**src/rtl/adder_rr_sched_ody.sv**
```systemverilog
// rtl/adder_rr_sched_ody.sv - round-robin scheduler sharing one signed add/subtract datapath
module adder_rr_sched_ody #(
    parameter int N   = 3,
    parameter int R   = 4,
    parameter int IDW = 2
) (
    input  logic                 clk,
    input  logic                 rst_n,
    input  logic [R-1:0]         req,
    input  logic [R-1:0]         sub,
    input  logic [R*(N+1)-1:0]   x_bus,
    input  logic [R*(N+1)-1:0]   y_bus,
    input  logic [R-1:0]         cin_bus,
    output logic [R-1:0]         ack,
    output logic                 rsp_valid,
    input  logic                 rsp_ready,
    output logic [IDW-1:0]       rsp_id,
    output logic [N+1:0]         rsp_sum,
    output logic                 rsp_ovf,
    output logic                 busy
);

    localparam logic [1:0] S_IDLE = 2'd0;
    localparam logic [1:0] S_EXEC = 2'd1;
    localparam logic [1:0] S_RESP = 2'd2;

    logic [1:0]           state;
    logic [IDW-1:0]       ptr;
    logic [IDW-1:0]       id_r;
    logic [N:0]           x_r;
    logic [N:0]           y_r;
    logic                 cin_r;
    logic                 sub_r;

    logic                 found;
    logic [IDW-1:0]       win;
    logic [IDW-1:0]       ptr_nxt;
    logic [R*(N+1)-1:0]   x_sh;
    logic [R*(N+1)-1:0]   y_sh;
    logic [R-1:0]         cin_sh;
    logic [R-1:0]         sub_sh;
    logic [R-1:0]         req_sh;

    logic [N+2:0]         ext_x;
    logic [N+2:0]         ext_y;
    logic [N+2:0]         ext_c;
    logic [N+2:0]         wide;
    logic                 ovf;

    // First requesting index at or above the pointer, wrapping past R-1.
    always_comb begin
        found  = 1'b0;
        win    = '0;
        req_sh = '0;
        for (int i = 0; i < R; i++) begin
            req_sh = req >> ((int'(ptr) + i) % R);
            if (!found && req_sh[0]) begin
                found = 1'b1;
                win   = IDW'((int'(ptr) + i) % R);
            end
        end
    end

    // Route the winner's operands down to bit 0 and compute the post-grant pointer.
    always_comb begin
        x_sh    = x_bus >> (int'(win) * (N + 1));
        y_sh    = y_bus >> (int'(win) * (N + 1));
        cin_sh  = cin_bus >> win;
        sub_sh  = sub >> win;
        ptr_nxt = (int'(win) == R - 1) ? '0 : win + IDW'(1);
    end

    // Sign-extend one bit beyond the result width so the overflow test sees the true value.
    always_comb begin
        ext_x = {{2{x_r[N]}}, x_r};
        ext_y = {{2{y_r[N]}}, y_r};
        ext_c = {{(N + 2){1'b0}}, cin_r};
        wide  = sub_r ? (ext_x - ext_y + ext_c) : (ext_x + ext_y + ext_c);
        ovf   = (wide[N+2:N] != {3{wide[N]}});
    end

    assign busy = (state != S_IDLE);

    // Grant / execute / hold-response sequencer; ack is a one-cycle pulse.
    always_ff @(posedge clk or negedge rst_n) begin
        if (!rst_n) begin
            state     <= S_IDLE;
            ptr       <= '0;
            id_r      <= '0;
            x_r       <= '0;
            y_r       <= '0;
            cin_r     <= 1'b0;
            sub_r     <= 1'b0;
            ack       <= '0;
            rsp_valid <= 1'b0;
            rsp_id    <= '0;
            rsp_sum   <= '0;
            rsp_ovf   <= 1'b0;
        end else begin
            ack <= '0;
            case (state)
                S_IDLE: begin
                    if (found) begin
                        x_r   <= x_sh[N:0];
                        y_r   <= y_sh[N:0];
                        cin_r <= cin_sh[0];
                        sub_r <= sub_sh[0];
                        id_r  <= win;
                        ack   <= R'(1) << win;
                        ptr   <= ptr_nxt;
                        state <= S_EXEC;
                    end
                end
                S_EXEC: begin
                    rsp_sum   <= wide[N+1:0];
                    rsp_ovf   <= ovf;
                    rsp_id    <= id_r;
                    rsp_valid <= 1'b1;
                    state     <= S_RESP;
                end
                S_RESP: begin
                    if (rsp_ready) begin
                        rsp_valid <= 1'b0;
                        state     <= S_IDLE;
                    end
                end
                default: state <= S_IDLE;
            endcase
        end
    end

endmodule

```
**config.mk**
```make
export PLATFORM = sky130hd
export DESIGN_NAME = adder_rr_sched_ody
export DESIGN_NICKNAME = d
export VERILOG_FILES = /design/src/rtl/adder_rr_sched_ody.sv
export SDC_FILE = /design/constraint.sdc
export NUM_CORES = 1
export LEC_CHECK = 0
export CORE_AREA = 2 2 69 71
export CTS_BUF_LIST = sky130_fd_sc_hd__clkbuf_8
export DETAILED_ROUTE_END_ITERATION = 8
export DIE_AREA = 0 0 71 73
export HOLD_SLACK_MARGIN = 0.15
export PLACE_DENSITY_LB_ADDON = 0.15
export SYNTH_ARGS = -nofsm -noshare
export SYNTH_HDL_FRONTEND = slang
export SYNTH_SLANG_ARGS = --single-unit
```
**constraint.sdc**
```tcl
create_clock -name clk -period 2.6 [get_ports clk]
set_input_delay 0.52 -clock clk [delete_from_list [all_inputs] [get_ports clk]]
set_output_delay 0.52 -clock clk [all_outputs]
set_load 0.01 [all_outputs]
```
==> results.md <==
- Outcome: finished, final reports clean
- Hold Vio Cnt, Final: 0
- Final Critical Period: 2.449 ns
- Required time at the worst-slack endpoint: 2.74 ns
- Met2 usage in global routing: 0.2679
- Quantity of I/O buffers inserted on ports: 60
- Worst Hold Launch: state[1]$_DFFE_PN0P_
- Gate count of the mapped netlist: 178
- Transition time at the pin with the least slew margin: 0.5591 ns
- Clock latency on the worst-skew pair: 0.28 ns
- Global-route wire length before repair: 6699 um
- Clock slew seen by the registers of the worst setup and hold paths: 0.06 ns
- Worst setup slack after placement: -0.01512 ns
- Routed wire length: 3846 um
- Synthesis-to-layout area growth: 40.89%
- Top Ports: 61
- Max incr delay on CP: 0.41 ns
- Worst r2r dst: rsp_ovf$_DFFE_PN0P_
- Fmax achieved: 0.4083 GHz
- Die boundary height: 73 um
- Pin count of the biggest net entering global routing: 30
- Starting density of the core: 0.4317
- TritonCTS sink count: 29
- Critical Path End Type: register
- Hold Crit Depth: 1
- Antenna violations before repair: 0
- Kind of path behind the tightest hold check: register to register
- Cells on worst reg2reg path: 10
- Number of buffer and inverter instances along the worst setup path: 2
- Synthesized netlist net count: 244
- Largest fanout of any net on the critical path: 3
- Area enclosed by the die boundary: 0.005183 mm^2
- CTS HTree Levels: 2
- Residual DRC: 0
- Cell leakage power: 1.239 nW
- Proportion of synthesized chip area in sequential cells: 0.3706
- Worst relative slew slack: 0.6273
- Critical path start-end classification: register to register
- Synth Register Bits: 29
- Drt pass-1 iters: 4
- Worst voltage drop across the vdd grid: 0.0003916 V
- Leading area contributor after synthesis: sky130_fd_sc_hd__dfrtp_1
- Max Root-Sink Buffers: 2
- Crit share post-route: 0.9420
- Overall power consumption: 3.379 mW
- Startpoint types: register
- Share of cells above drive strength 1: 0.1862
- Fin Clk Skew: 0.006287 ns
- Final design instance area without fill: 0.002759 mm^2
- Distinct cells, synth: 44
- Combined global-route utilization of all metal layers: 0.1646
- Crit path DAT: 2.59 ns
- Die width: 71 um
- GRT met3 Usage: 0.06215
- Std cell rows: 25
- Synth top area share: 0.3706
- Final critical-path setup slack: 0.1507 ns
- Worst hold path endpoint: rsp_valid$_DFFE_PN0P_
- Yosys warning total: 0
- Post-synth design cell area: 0.001958 mm^2
- Count of final setup violators: 0
- Number of cells on the critical path: 10
- Startpoint of the lowest-slack register-to-register path: y_r[0]$_DFFE_PN0P_
- Max-Cap Viols: 0
- M1 GR Usage: 0.2090
- Via Count: 1,557
- Clock buffer count from CTS: 5
- CTS tree: built
- Count of hold buffers inserted by post-cts repair: 0
- Critical Path Slowest Stage Cell: sky130_fd_sc_hd__dfrtp_1
- HPWL Detailed: 3055 um
- Final #Nets: 312
- Top library cells by usage in the layout, fill and taps aside: sky130_fd_sc_hd__clkdlybuf4s50_1, sky130_fd_sc_hd__dfrtp_1, sky130_fd_sc_hd__inv_1
- Vias in the first global route: 1,544
- Number of nets still failing antenna checks after routing: 0
- Count of routing violations after the opening detailed-route iteration: 54
- GPL Wtd Cong: 0.8224
- Final count of pins violating max slew: 0
- Residual overflow from global routing: 0
- Ranking of synthesized cells by area: sky130_fd_sc_hd__dfrtp_1, sky130_fd_sc_hd__ha_1, sky130_fd_sc_hd__mux4_2
- Average detailed-routed wire length per instance: 12.78 um
- Root buffer selected by CTS: sky130_fd_sc_hd__clkbuf_8
- Worst R2R Setup Slack: 0.15 ns
- Vias per std cell: 5.173
- Most used routing layer in global routing: met2
- Number of inserted diodes: 0
- Placed cell area: 0.002633 mm^2
- Core region area: 0.004536 mm^2
- Power Density: 1225 mW/mm^2
- Worst-path cell chain: ha_1 -> inv_1 -> ha_1 -> inv_1 -> fa_1 -> nand2b_4 -> a2111o_1 -> o211ai_1 -> o2111a_1 -> a221oi_2
- Avg Synthesized Cell Area: 11.00 um^2
- Most common cell after layout, fill and taps aside: sky130_fd_sc_hd__clkdlybuf4s50_1
- Dominant delay contributor by cell family on the critical path: adder cells
## worst reg2reg max path: cells and delay by family, from the launching register on
family	cells	cell delay, ns
and+or+nand+nor	1	0.16
adders and majority gates	3	0.83
DFF	1	0.41
buffers and inverters	2	0.10
AOI/OAI and AO/OA	4	0.80
## state kept, by name, summed over array words and instances, names as in the netlist
| signal | cells |
|---|---|
| rsp_valid | 1 |
| rsp_id | 2 |
| rsp_ovf | 1 |
| x_r | 4 |
| cin_r | 1 |
| id_r | 2 |
| y_r | 4 |
| state | 2 |
| sub_r | 1 |
| rsp_sum | 5 |
| ptr | 2 |
| ack | 4 |
## worst max path at each step
stage	startpoint	to	slack, ns
after floorplan	y_r[0]$_DFFE_PN0P_	rsp_ovf$_DFFE_PN0P_	0.30
after global placement	req[0]	x_r[3]$_DFFE_PN0P_	0.04
after detailed placement	req[0]	y_r[0]$_DFFE_PN0P_	-0.02
after CTS	cin_r$_DFFE_PN0P_	rsp_ovf$_DFFE_PN0P_	0.11
after global routing	cin_r$_DFFE_PN0P_	rsp_ovf$_DFFE_PN0P_	-0.008
final	y_r[0]$_DFFE_PN0P_	rsp_ovf$_DFFE_PN0P_	0.15
## per-layer routing
layer  share of wire  wire length [um]
met4          0.0075                29
met2            0.47              1805
met5               0                 0
met1            0.45              1748
met3           0.068               262
## cells in the mapped netlist, drive strengths merged
master,count
dfrtp,29
inv,21
ha,16
mux2,14
nand2,13
o21ai,11
mux4,10
nor2,10
a21oi,7
and2,4
clkbuf,4
nand2b,4
buf,3
fa,3
a211oi,2
a21boi,2
nor3b,2
o211ai,2
or2,2
a2111o,1
a221oi,1
a2bb2oi,1
a31oi,1
and3,1
mux2i,1
nand3,1
nor2b,1
nor3,1
nor4,1
o2111a,1
o21a,1
o21ba,1
o2bb2a,1
o311a,1
o311ai,1
or3,1
or4b,1
xnor2,1
## logic make-up (layout without fill, tap and decap cells)
group	after synthesis	count (layout)	share of synthesized area
muxes	25	25	0.2064
DFF	29	29	0.3706
AOI/OAI and AO/OA	34	34	0.1201
and+or+nand+nor	42	42	0.1067
xor gates and xnor gates	1	1	0.004474
adders and majority gates	19	19	0.1329
buffers and inverters	28	97	0.05878
## power by group
group | internal, mW | leakage [nW] | switching (mW)
Clock | 0.181 | 0.0491 | 0.164
Sequential | 0.673 | 0.350 | 0.172
Combinational | 1.18 | 0.839 | 1.01
## timing repair
item | 4_1_cts | 5_1_grt
buffers inserted | 0 | 4
gates resized for setup | 0 | 2
endpoints found under the setup margin | 0 | 1
## metrics by stage
stage | setup TNS [ns] | std cells | util | hold slack [ns]
floorplan | 0 | 178 | - | 0.2244
global placement | 0 | 289 | 0.5804 | 0.4594
detailed placement | -0.01914 | 289 | 0.5804 | 0.4739
CTS | 0 | 297 | 0.5986 | 0.4840
global route | -0.008308 | 301 | 0.6083 | 0.5129
finish | 0 | 301 | 0.6083 | 0.4793
## final cells by class
cell class                      instances  area [um^2]
Fill cell                             385         1777
Clock buffer                            5        68.82
Tap cell                               54        67.56
Clock inverter                          3        13.76
Multi-Input combinational cell        121         1131
Inverter                               21        78.83
Timing Repair Buffer                   68        673.1
Sequential cell                        29        725.7
(Power assumes the default switching activity.)
==> RTL change 1 (same settings) <==
Make the reset (`rst_n`) synchronous in one clocked block.
--- a/src/rtl/adder_rr_sched_ody.sv
+++ b/src/rtl/adder_rr_sched_ody.sv
@@ -82,7 +82,7 @@
     assign busy = (state != S_IDLE);
 
     // Grant / execute / hold-response sequencer; ack is a one-cycle pulse.
-    always_ff @(posedge clk or negedge rst_n) begin
+    always_ff @(posedge clk) begin
         if (!rst_n) begin
             state     <= S_IDLE;
             ptr       <= '0;
Formal check against the unedited RTL: differs if rst_n is asserted again (counterexample within 4 cycles, from zero or initial values and one cycle with rst_n low); with rst_n held inactive, the same outputs for 4 cycles.
==> RTL change 1 against the unedited design <==
Via count is 3.5% higher; sequential cell count is the same; worst hold slack worse by 0.017 ns; routed wire length is 3.1% higher; fmax up 0.82%; worst setup slack better by 0.020 ns; cell area shrank 3.6%; area after synthesis decreased by 6.4%; global-route usage grew 0.17 points; highest routed layer unchanged.
Power is not compared: it rests on default switching activity, and its combinational part moved more than twofold at a synthesized area within 25%.
==> RTL change 1: results (changes against the unedited design) <==
----------------------------------------------------
[Drt]
  Met2 WL post-DR ... 1737 um (-3.8%)
  Detailed Route WL ... 3966 um (+3.1%)
  Met3 WL post-DR ... 257 um (-1.9%)
  Routed length on met1 ... 1921 um (+9.9%)
  DRT iter0 DRCs ... 56 (+3.7%)

[Worst setup path]
  Arrival time at the worst endpoint ... 2.62 ns (+0.03 ns)
  Worst path slowest cell ... sky130_fd_sc_hd__fa_1

[Yosys]
  Async set-reset flop share out of synthesis ... 0 (-1.000)
  Multiplexer share of the synthesized area ... 0.1543 (-0.05212)
  Number of instances in the synthesized netlist ... 188 (+5.6%)
  Adder and majority gate portion of the synthesized area ... 0.1215 (-0.01141)
  Synthesized net count ... 251 (+2.9%)
  Commonest cells post-synth ... sky130_fd_sc_hd__dfxtp_1, sky130_fd_sc_hd__inv_1, sky130_fd_sc_hd__nand2_1
  Distinct cell type count of the synthesized netlist ... 42 (-4.5%)
  XOR/XNOR share of the synthesized area ... 0.004778 (+0.0003053)
  Seq/Total Area, Yosys ... 0.3167 (-0.05388)
  Synthesized-area fraction occupied by ao, oa, aoi and oai cells ... 0.1857 (+0.06554)
  Cell types occupying the most area after synthesis ... sky130_fd_sc_hd__dfxtp_1, sky130_fd_sc_hd__mux4_2, sky130_fd_sc_hd__ha_1

[Place]
  Final weighted congestion of routability-driven global placement ... 0.7629 (-7.2%)
  Cell Area, Placed ... 2529 sq um (-3.9%)
  Cell count after placement ... 303 (+4.8%)
  Place WS ... -0.03478 ns (-0.01966 ns)

[Layout]
  Non-CTS inverters ... 17 (-19%)
  Final cell count without fillers ... 311 (+3.3%)
  Area occupied by multi-input gates ... 1172 sq um (+3.7%)
  Multi-Input Combinational ... 133 (+9.9%)
  Total area of sequential cells ... 581.8 sq um (-20%)
  Sequential cell count ... 29 (unchanged)
  Number of flip-flops in the largest register ... 5 (unchanged)
  Clock network area share ... 0.03246 (+0.002523)
  Final instance area ... 2660 sq um (-3.6%)
  Buffer count excluding the clock tree in the final layout ... 70 (+2.9%)
  Data-path buffer share of cell area in the final layout ... 0.2587 (+0.01471)
  Layout cell share with drive strength beyond 1 ... 0.1362 (-0.05005)

[Clock network]
  Post_cts resized ... 2 (+2)

[Global route]
  Met1 track demand over resource in global routing ... 0.2148 (+0.005846)
  Vias in the first global route ... 1555 (+0.71%)
  Met3 track utilization from global routing ... 0.05387 (-0.008287)
  Global routing usage summed across all routing layers ... 0.1663 (+0.001720)
  Pin count of the biggest net entering global routing ... 17 (-43%)
  Global-route wire length before repair ... 6837 um (+2.1%)

[STA]
  Relative max-transition margin ... 0.5989 (-0.02838)
  Tcrit/Tclk final ... 0.9343 (-0.007690)
  Final worst clock skew ... 0.005989 ns (-0.0002979 ns)

[Power]
  Final Total Pwr ... 1726 uW

[Run status]
  Result of the run ... finished, final reports clean

----------------------------------------------------
RTL change 1: changes by cell type in the layout (fill, tap and decap cells not counted), moves of 3 or more:
cell	unedited run	this run
sky130_fd_sc_hd__nand3_1	1	4
sky130_fd_sc_hd__inv_1	21	17
sky130_fd_sc_hd__dfrtp_1	29	0
sky130_fd_sc_hd__a21boi_0	2	7
sky130_fd_sc_hd__a22o_1	0	10
sky130_fd_sc_hd__ha_1	16	13
sky130_fd_sc_hd__nor2b_1	1	9
sky130_fd_sc_hd__mux2i_1	1	5
sky130_fd_sc_hd__and2_1	4	1
sky130_fd_sc_hd__dfxtp_1	0	28
sky130_fd_sc_hd__mux2_2	13	0
RTL change 1: final timing paths:
path / startpoint / to / cells past startpoint
max: cin_r / rsp_ovf / 11
min: rsp_sum[4] / rsp_sum[4] / 2
max reg2reg: cin_r / rsp_ovf / 11
min reg2reg: rsp_sum[4] / rsp_sum[4] / 2
==> RTL change 2 (config.mk and constraints unchanged) <==
Made on the original files. The parameter `IDW` goes from 2 to 1.
--- a/src/rtl/adder_rr_sched_ody.sv
+++ b/src/rtl/adder_rr_sched_ody.sv
@@ -2,7 +2,7 @@
 module adder_rr_sched_ody #(
     parameter int N   = 3,
     parameter int R   = 4,
-    parameter int IDW = 2
+    parameter int IDW = 1
 ) (
     input  logic                 clk,
     input  logic                 rst_n,
Interface: changed (resized rsp_id); port bits go from 61 to 60. The function was not compared with the original's and may differ.
==> RTL change 2 against the unedited design <==
Sequential cell count is 5 lower; largest cell class unchanged; total power fell by 10%; worst setup slack better by 0.021 ns; area after synthesis decreased by 20%; cell area shrank 23%; critical endpoint unchanged; fmax grew 0.85%; routed wire length is 18% lower; worst hold slack better by 0.0061 ns.
==> RTL change 2: results (changes against the unedited design) <==
----------------------------------------------------
[Clock network]
  Clock H-tree levels ... 1 (-1)
  Root Buffer ... sky130_fd_sc_hd__clkbuf_8
  Clock latency of the later-clocked register in the worst-skew pair ... 0.26 ns (-0.02 ns)
  Setup repair bufs after CTS ... 0 (unchanged)
  TritonCTS Buffers ... 3 (-2)
  Register clock-pin slew on the reported worst setup and hold paths ... 0.09 ns (+0.03 ns)

[Yosys]
  Seq/Total Area, Yosys ... 0.3834 (+0.01278)
  Avg Inst Size Synth ... 9.494 sq um (-14%)
  Warning count from the yosys run ... 0 (unchanged)
  Cell types occupying the most area after synthesis ... sky130_fd_sc_hd__dfrtp_1, sky130_fd_sc_hd__ha_1, sky130_fd_sc_hd__mux2i_1
  Distinct cell type count of the synthesized netlist ... 37 (-16%)
  Commonest cells post-synth ... sky130_fd_sc_hd__dfrtp_1, sky130_fd_sc_hd__nand2_1, sky130_fd_sc_hd__inv_1
  Async set-reset flop share out of synthesis ... 1.000 (unchanged)

[Layout]
  Layout cell share with drive strength beyond 1 ... 0.08780 (-0.09843)
  Area occupied by multi-input gates ... 899.6 sq um (-20%)
  Total Nets Final ... 268 (-14%)
  Diodes inserted ... 0 (unchanged)
  Number of fill cells ... 431 (+12%)
  Registers with the highest flip-flop counts ... rsp_sum (5), x_r (4), y_r (4)

[Global route]
  Initial antenna violation count ... 0 (unchanged)
  Global-route wire length before repair ... 5395 um (-19%)
  Pin count of the biggest net entering global routing ... 25 (-17%)
  Vias in the first global route ... 1241 (-20%)
  Global routing usage summed across all routing layers ... 0.1310 (-0.03352)

[Worst setup path]
  Arrival time at the worst endpoint ... 2.57 ns (-0.02 ns)
  Biggest cell delay along the critical path ... 0.42 ns
  CP top delay family ... compound AO/OA/AOI/OAI gates
  Worst path slowest cell ... sky130_fd_sc_hd__dfrtp_1
  Crit-path max FO ... 3 (unchanged)

[Drt]
  First-pass iteration count of the detailed router ... 4 (unchanged)
  Via-per-instance ratio ... 4.846 (-6.3%)
  Total vias in the final route ... 1255 (-19%)
  Routed wire length per instance ... 12.15 um (-4.9%)
  DRT iter0 DRCs ... 43 (-20%)

[Place]
  Final weighted congestion of routability-driven global placement ... 0.8410 (+2.3%)
  Cell count after placement ... 255 (-12%)
  Place WS ... 0.06975 ns (+0.08488 ns)
  Final HPWL from detailed placement ... 2617 um (-14%)
  Cell Area, Placed ... 2022 sq um (-23%)
  Number of input and output port buffers inserted ... 37 (-38%)

[Run status]
  Result of the run ... finished, final reports clean

[Power]
  Final Total Pwr ... 3026 uW (-10%)
  Power consumed by combinational cells ... 1990 uW (-9.1%)
  P_sw ... 1326 uW (-1.2%)
  Peak ir drop on the vdd network ... 0.4569 mV (+17%)
  Clock Power ... 326 uW (-6%)
  Leak pwr ... 0.0009480 uW (-23%)

[STA]
  Final worst clock skew ... 0.001195 ns (-0.005092 ns)

[Hold path]
  Worst Hold Class ... reg2reg

----------------------------------------------------
RTL change 2: layout make-up:
cell class | count | share of cell area
Tap cell | 54 | 0.03195
Timing Repair Buffer | 42 | 0.1929
Multi-Input combinational cell | 117 | 0.4254
Clock buffer | 3 | 0.01953
Clock inverter | 1 | 0.01420
Inverter | 18 | 0.03195
Sequential cell | 24 | 0.2840
RTL change 2: repair_timing:
item	4_1_cts	5_1_grt
hold buffers	0	0
resized for setup	0	3
endpoints found under the setup margin	0	1
RTL change 2: worst paths after layout:
| path | from | to | slack, ns | depth (start not counted) |
|---|---|---|---|---|
| max in group asynchronous | rst_n | y_r[0] | 1.77 | 2 |
| worst min-delay path | rsp_id | rsp_id | 0.49 | 2 |
| worst max register to register | cin_r | rsp_ovf | 0.17 | 11 |
| worst min register to register | rsp_id | rsp_id | 0.49 | 2 |
| min in group asynchronous | rst_n | rsp_ovf | 0.60 | 2 |
| worst max-delay path | cin_r | rsp_ovf | 0.17 | 11 |
RTL change 2: cells by family (layout without fill, tap and decap cells):
family | count (synthesis) | after routing | synth area share
buffers and inverters | 25 | 64 | 0.06548
muxes | 12 | 12 | 0.07828
adders and majority gates | 15 | 15 | 0.1342
DFF | 24 | 24 | 0.3834
AOI/OAI and AO/OA | 41 | 41 | 0.2005
other | 1 | 2 | 0.002394
xor gates and xnor gates | 2 | 2 | 0.01118
and+or+nand+nor | 45 | 45 | 0.1246
RTL change 2: metal layers:
metal,GRT usage,vias to the layer above,part of all wire
met3,0.03039,2,0.046
met5,0,-,0
met2,0.2295,32,0.50
li1,-,638,-
met4,0.03774,0,0.0079
met1,0.1618,583,0.45
